File: src/rtl/mult_pkg.sv
// Shared constants and FSM state encoding for the multiplier datapath
// and the dot-product accumulator.
package mult_pkg;
    localparam int OPER_W = 4;
    localparam int PROD_W = 8;

    typedef enum logic [1:0] {
        ACC   = 2'd0,
        DRAIN = 2'd1,
        DONE  = 2'd2
    } state_t;
endpackage

File: src/rtl/dot_product_ctrl.sv
// Sequencing FSM and term counter for dot_product_acc.
// state | meaning
// ACC   | accepting operand pairs, counting terms
// DRAIN | last product being added, inputs blocked
// DONE  | result presented, waiting for out_ready
module dot_product_ctrl
    import mult_pkg::*;
#(
    parameter int LEN = 4
) (
    input  logic clk,
    input  logic rst_n,
    input  logic in_valid,
    input  logic out_ready,
    output logic in_ready,
    output logic out_valid
);
    localparam int CNT_W = $clog2(LEN) + 1;

    state_t           state, state_nxt;
    logic [CNT_W-1:0] cnt, cnt_nxt;

    always_ff @(posedge clk or negedge rst_n) begin
        if (!rst_n) begin
            state <= ACC;
            cnt   <= '0;
        end else begin
            state <= state_nxt;
            cnt   <= cnt_nxt;
        end
    end

    always_comb begin
        state_nxt = state;
        cnt_nxt   = cnt;
        in_ready  = 1'b0;
        out_valid = 1'b0;
        case (state)
            ACC: begin
                in_ready = 1'b1;
                if (in_valid) begin
                    if (cnt == CNT_W'(LEN - 1)) state_nxt = DRAIN;
                    else                        cnt_nxt   = cnt + 1'b1;
                end
            end
            DRAIN: state_nxt = DONE;
            DONE: begin
                out_valid = 1'b1;
                if (out_ready) begin
                    cnt_nxt   = '0;
                    state_nxt = ACC;
                end
            end
            default: state_nxt = ACC;
        endcase
    end
endmodule

File: src/rtl/multiplier.sv
// Combinational unsigned 4x4 array multiplier: shifted partial products
// summed into an 8-bit product.
module multiplier
    import mult_pkg::*;
(
    input  logic [OPER_W-1:0] a,
    input  logic [OPER_W-1:0] b,
    output logic [PROD_W-1:0] p
);
    always_comb begin
        p = '0;
        for (int i = 0; i < OPER_W; i++) begin
            if (b[i]) p = p + (PROD_W'(a) << i);
        end
    end
endmodule

File: src/rtl/dot_product_acc.sv
// Multiply-accumulate stage: sums LEN products of 4-bit pairs and hands the
// result downstream. Define DOT_PRODUCT_SATURATE_EN for clamping with overflow flag.
module dot_product_acc
    import mult_pkg::*;
#(
    parameter int LEN   = 4,
    parameter int ACC_W = 10
) (
    input  logic              clk,
    input  logic              rst_n,
    input  logic              in_valid,
    output logic              in_ready,
    input  logic [OPER_W-1:0] a,
    input  logic [OPER_W-1:0] b,
    output logic              out_valid,
    input  logic              out_ready,
    output logic [ACC_W-1:0]  out_data,
    output logic              out_ovf
);
    logic [OPER_W-1:0] a_q, b_q;
    logic              op_v;
    logic [PROD_W-1:0] prod;
    logic [ACC_W-1:0]  acc, acc_nxt;
    logic              in_xfer, out_xfer;

    assign in_xfer  = in_valid && in_ready;
    assign out_xfer = out_valid && out_ready;

    dot_product_ctrl #(.LEN(LEN)) u_ctrl (
        .clk       (clk),
        .rst_n     (rst_n),
        .in_valid  (in_valid),
        .out_ready (out_ready),
        .in_ready  (in_ready),
        .out_valid (out_valid)
    );

    multiplier u_mult (
        .a (a_q),
        .b (b_q),
        .p (prod)
    );

    always_ff @(posedge clk or negedge rst_n) begin
        if (!rst_n) begin
            a_q  <= '0;
            b_q  <= '0;
            op_v <= 1'b0;
        end else begin
            op_v <= in_xfer;
            if (in_xfer) begin
                a_q <= a;
                b_q <= b;
            end
        end
    end

`ifdef DOT_PRODUCT_SATURATE_EN
    logic [ACC_W:0] sum;
    logic           ovf_q;

    assign sum     = {1'b0, acc} + (ACC_W + 1)'(prod);
    assign acc_nxt = sum[ACC_W] ? '1 : sum[ACC_W-1:0];

    // Sticky until the result is consumed.
    always_ff @(posedge clk or negedge rst_n) begin
        if (!rst_n)                 ovf_q <= 1'b0;
        else if (out_xfer)          ovf_q <= 1'b0;
        else if (op_v && sum[ACC_W]) ovf_q <= 1'b1;
    end
    assign out_ovf = ovf_q;
`else
    assign acc_nxt = acc + ACC_W'(prod);
    assign out_ovf = 1'b0;
`endif

    // op_v is always clear in DONE, so a consume never races an add.
    always_ff @(posedge clk or negedge rst_n) begin
        if (!rst_n)        acc <= '0;
        else if (out_xfer) acc <= '0;
        else if (op_v)     acc <= acc_nxt;
    end

    assign out_data = acc;
endmodule

File: config.mk
export PLATFORM = sky130hd
export DESIGN_NAME = dot_product_acc
export DESIGN_NICKNAME = d
export VERILOG_FILES = /design/src/rtl/mult_pkg.sv /design/src/rtl/dot_product_ctrl.sv /design/src/rtl/multiplier.sv /design/src/rtl/dot_product_acc.sv
export SDC_FILE = /design/constraint.sdc
export NUM_CORES = 1
export LEC_CHECK = 0
export CORE_UTILIZATION = 40
export DETAILED_ROUTE_END_ITERATION = 10
export GPL_ROUTABILITY_DRIVEN = 0
export SYNTH_ARGS = -nofsm -noshare
export SYNTH_HDL_FRONTEND = slang
export SYNTH_SLANG_ARGS = --single-unit
File: constraint.sdc
create_clock -name clk -period 7.6 [get_ports clk]
set_input_delay 0.76 -clock clk [delete_from_list [all_inputs] [get_ports clk]]
set_output_delay 0.76 -clock clk [all_outputs]
set_load 0.005 [all_outputs]
==> flow_metrics.py <==
metrics = {
    "place": {
        "port_buffers": 23,
        "dp_hpwl_mm": 3.10,
        "dpl-instance-area_sq_um": 2330,
    },
    "drt": {
        "viasPerCell": 5.27,
        "wirelength_mm": 4.19,
        "ant_nets": 0,
        "wire_per_inst_microns": 12.9,
        "drtIter0Drc": 77,
        "dr.pass1.iters": 4,
        "drc": 0,
        "vias": 1708,
    },
    "yosys": {
        "synth-edff-count": 0,
        "syn_nets": 277,
        "synth_ff_type": "dfrtp_1",
        "netlist_area_sq_um": 2070,
        "syn_inst": 242,
        "ys_warn_count": 0,
        "async_flop_share_pct": 100,
        "synth-seq-cells": 24,
        "ys_seq_area_share_pct": 29.0,
        "synth.avg_cell_area_sq_um": 8.56,
        "synthDistinctLibCells": 48,
    },
    "grt": {
        "grt_pass1_vias": 1558,
        "met3_usage_pct": 3.52,
        "use_met1_pct": 23.6,
        "antenna_found_initial": 0,
        "grt_max_degree": 25,
        "grtUsageMet2_pct": 27.4,
        "busiest_layer": "met2",
        "track_usage_pct": 17.4,
        "overflow": 0,
        "grt_pass1_wl_mm": 7.25,
    },
    "cts": {
        "cts_root_buffer": "clkbuf_8",
        "cts.clk_slew.worst_paths_ns": 0.10,
        "cts_hold_buf": 0,
        "clockBufferDepth": 2,
        "post_cts_resized": 0,
        "cts.sink_count": 24,
        "htreeDepth": 1,
        "postCtsSetupBuffers": 0,
        "numCtsBuffers": 3,
        "cts_tree": "done",
        "clock_latency_ns": 0.28,
    },
    "floorplanning": {
        "initial_utilization_pct": 42.7,
        "die_h_microns": 74.0,
        "floorplan.rows": 25,
        "io_pins": 25,
        "core_sq_um": 4850,
        "dieWidth_microns": 74.0,
        "die-area_sq_um": 5470,
    },
    "timing": {
        "period_share_pct": 69.9,
        "max_slew_margin_pct": 53.3,
        "clock_skew_ns": 0.00772,
        "setup_viol": 0,
        "drv_slew": 0,
        "fin_tns_setup_ns": 0,
        "worst_pin_slew_ns": 0.701,
        "finalCriticalPeriod_ns": 5.31,
        "finalHoldViolations": 0,
        "rsz0062_at_grt": "no",
        "fmax_mhz": 188,
    },
    "finish": {
        "multiInputGateArea_sq_um": 1350,
        "antennaDiodeCount": 0,
        "nets": 293,
        "syn2layout_area_growth_pct": 16.0,
        "finalInstanceArea_sq_um": 2400,
        "drive_gt1_share_pct": 4.28,
        "area.sequential_sq_um": 601,
        "fillCellCount": 482,
    },
    "critical_path": {
        "rr_endpoint": "out_data[9]",
        "required_ns": 7.77,
        "crit_start": "b_q[0]",
        "timing.reg2reg.setup_slack_ns": 2.29,
        "endpoint": "out_data[9]",
        "reg2reg_depth": 26,
        "start_kind": "register",
        "crit_type": "reg2reg",
        "worstPathMaxFanout": 11,
        "end_kind": "register",
        "critPathArrivalTime_ns": 5.48,
        "reg2reg_from": "b_q[0]",
    },
    "pwr": {
        "ir_worst_vdd_v": 0.000200,
        "power.density_nw_per_um2": 471,
        "power.leakage_nw": 1.08,
    },
    "outcome": {
        "status": "completed",
    },
    "job": {
        "drv_cap": 0,
    },
    "min_path": {
        "hold_path_class": "reg2reg",
    },
}
[final cells by class]
| cell class | instances | area share, % |
|---|---|---|
| clock buffer | 3 | 1.72 |
| inverter | 15 | 2.34 |
| sequential | 24 | 25.0 |
| multi-input combinational | 190 | 56.3 |
| tap | 67 | 3.49 |
| clock inverter | 1 | 1.25 |
| timing repair buffer | 24 | 9.90 |
[per-layer routing]
| metal | share of wire (%) | wire length [microns] |
|---|---|---|
| met5 | 0 | 0 |
| met4 | 1.3 | 55 |
| met3 | 2.7 | 112 |
| met2 | 44 | 1860 |
| met1 | 52 | 2160 |
[power breakdown]
part           switching [mW]  total [mW]  internal, mW  leakage [nW]
Combinational           0.364       0.741         0.377         0.760
Clock                  0.0461       0.117        0.0706        0.0357
Sequential             0.0888       0.273         0.184         0.287
[cell usage in the layout (no fill, tap or decap), types with 5 or more instances in the layout]
cell type	synthesis	layout
nand3_1	5	5
clkdlybuf4s50_1	0	23
nor2_1	15	15
o21ai_0	14	14
mux2i_1	8	8
nor2b_1	8	8
ha_1	19	19
o21a_1	5	5
nand2b_1	6	6
dfrtp_1	24	24
a21oi_1	12	12
inv_1	15	15
nand2_1	38	38
[stage by stage]
step | total power [mW] | hold slack, ns | instances | setup WS (ns) | utilization, %
4_1_cts | 1.14 | 0.494 | 324 | 2.27 | 49.5
5_1_grt | 1.26 | 0.530 | 324 | 1.79 | 49.5
3_3_place_gp | 1.01 | 0.470 | 320 | 2.36 | 48.1
6_report | 1.13 | 0.489 | 324 | 2.29 | 49.5
2_1_floorplan | 0.841 | 0.443 | 242 | 2.78 | -
3_5_place_dp | 1.02 | 0.470 | 320 | 2.30 | 48.1
[how the worst min path moves through the flow]
stage / start / end / slack [ns] / cells past startpoint
3_3_place_gp: u_ctrl.cnt[2] / u_ctrl.cnt[2] / 0.47 / 2
4_1_cts: u_ctrl.cnt[2] / u_ctrl.cnt[2] / 0.49 / 2
6_report: u_ctrl.cnt[2] / u_ctrl.cnt[2] / 0.49 / 2
2_1_floorplan: u_ctrl.cnt[2] / u_ctrl.cnt[2] / 0.44 / 2
5_1_grt: u_ctrl.cnt[0] / u_ctrl.cnt[0] / 0.53 / 1
3_5_place_dp: u_ctrl.cnt[2] / u_ctrl.cnt[2] / 0.47 / 2
[registers in the layout, indices dropped and copies added (netlist names)]
name          flops
a_q               4
u_ctrl.cnt        3
out_data         10
op_v              1
b_q               4
u_ctrl.state      2
[worst max-delay path, cell delays in order (launching register included)]
cell	delay (ns)
dfrtp_1	0.52
nand2_1	0.11
inv_1	0.06
ha_1	0.22
inv_1	0.07
fa_1	0.38
nand2b_1	0.17
nand3_1	0.11
xor2_1	0.26
inv_1	0.10
fa_1	0.49
xnor2_1	0.16
nand2_1	0.09
xor2_1	0.28
inv_1	0.08
ha_1	0.27
a21o_1	0.18
a21oi_1	0.16
xor2_1	0.15
a21oi_1	0.08
o31a_1	0.12
ha_1	0.35
o21ai_0	0.11
nor2_1	0.11
o41a_1	0.24
nor2_1	0.07
a211o_1	0.26
[cells in the mapped netlist (all sizes together), types with 2 or more instances]
cell type	count	share of area [%]
a211o	2	0.85
a211oi	3	1.1
a21o	4	1.5
a21oi	13	3.7
and2	2	0.60
and3b	3	1.3
buf	8	2.1
clkbuf	5	0.97
dfrtp	24	29
fa	4	3.9
ha	19	11
inv	15	2.7
mux2	3	1.6
mux2i	8	3.9
nand2	38	6.9
nand2b	6	1.8
nand3	5	1.2
nand4b	4	1.7
nor2	15	2.7
nor2b	8	2.4
nor3	2	0.48
nor3b	2	0.72
nor4b	3	1.3
nor4bb	2	0.97
o211ai	2	0.72
o21a	5	1.8
o21ai	14	3.4
o31a	3	1.3
o41ai	2	0.85
xnor2	2	0.85
xor2	3	1.3
[kinds of logic (layout without fill, tap and decap cells)]
| kind of cell | Yosys count | in the layout | synth area share [%] |
|---|---|---|---|
| multiplexers | 11 | 11 | 5.50 |
| adder cells (fa/ha/maj) | 23 | 23 | 15.3 |
| flip-flops | 24 | 24 | 29.0 |
| AO/OA/AOI/OAI | 55 | 55 | 18.4 |
| XOR/XNOR | 5 | 5 | 2.12 |
| AND/OR/NAND/NOR | 95 | 95 | 23.7 |
| buffers and inverters | 28 | 43 | 5.74 |
| other | 1 | 1 | 0.181 |
Power figures use the tool's default switching activity.
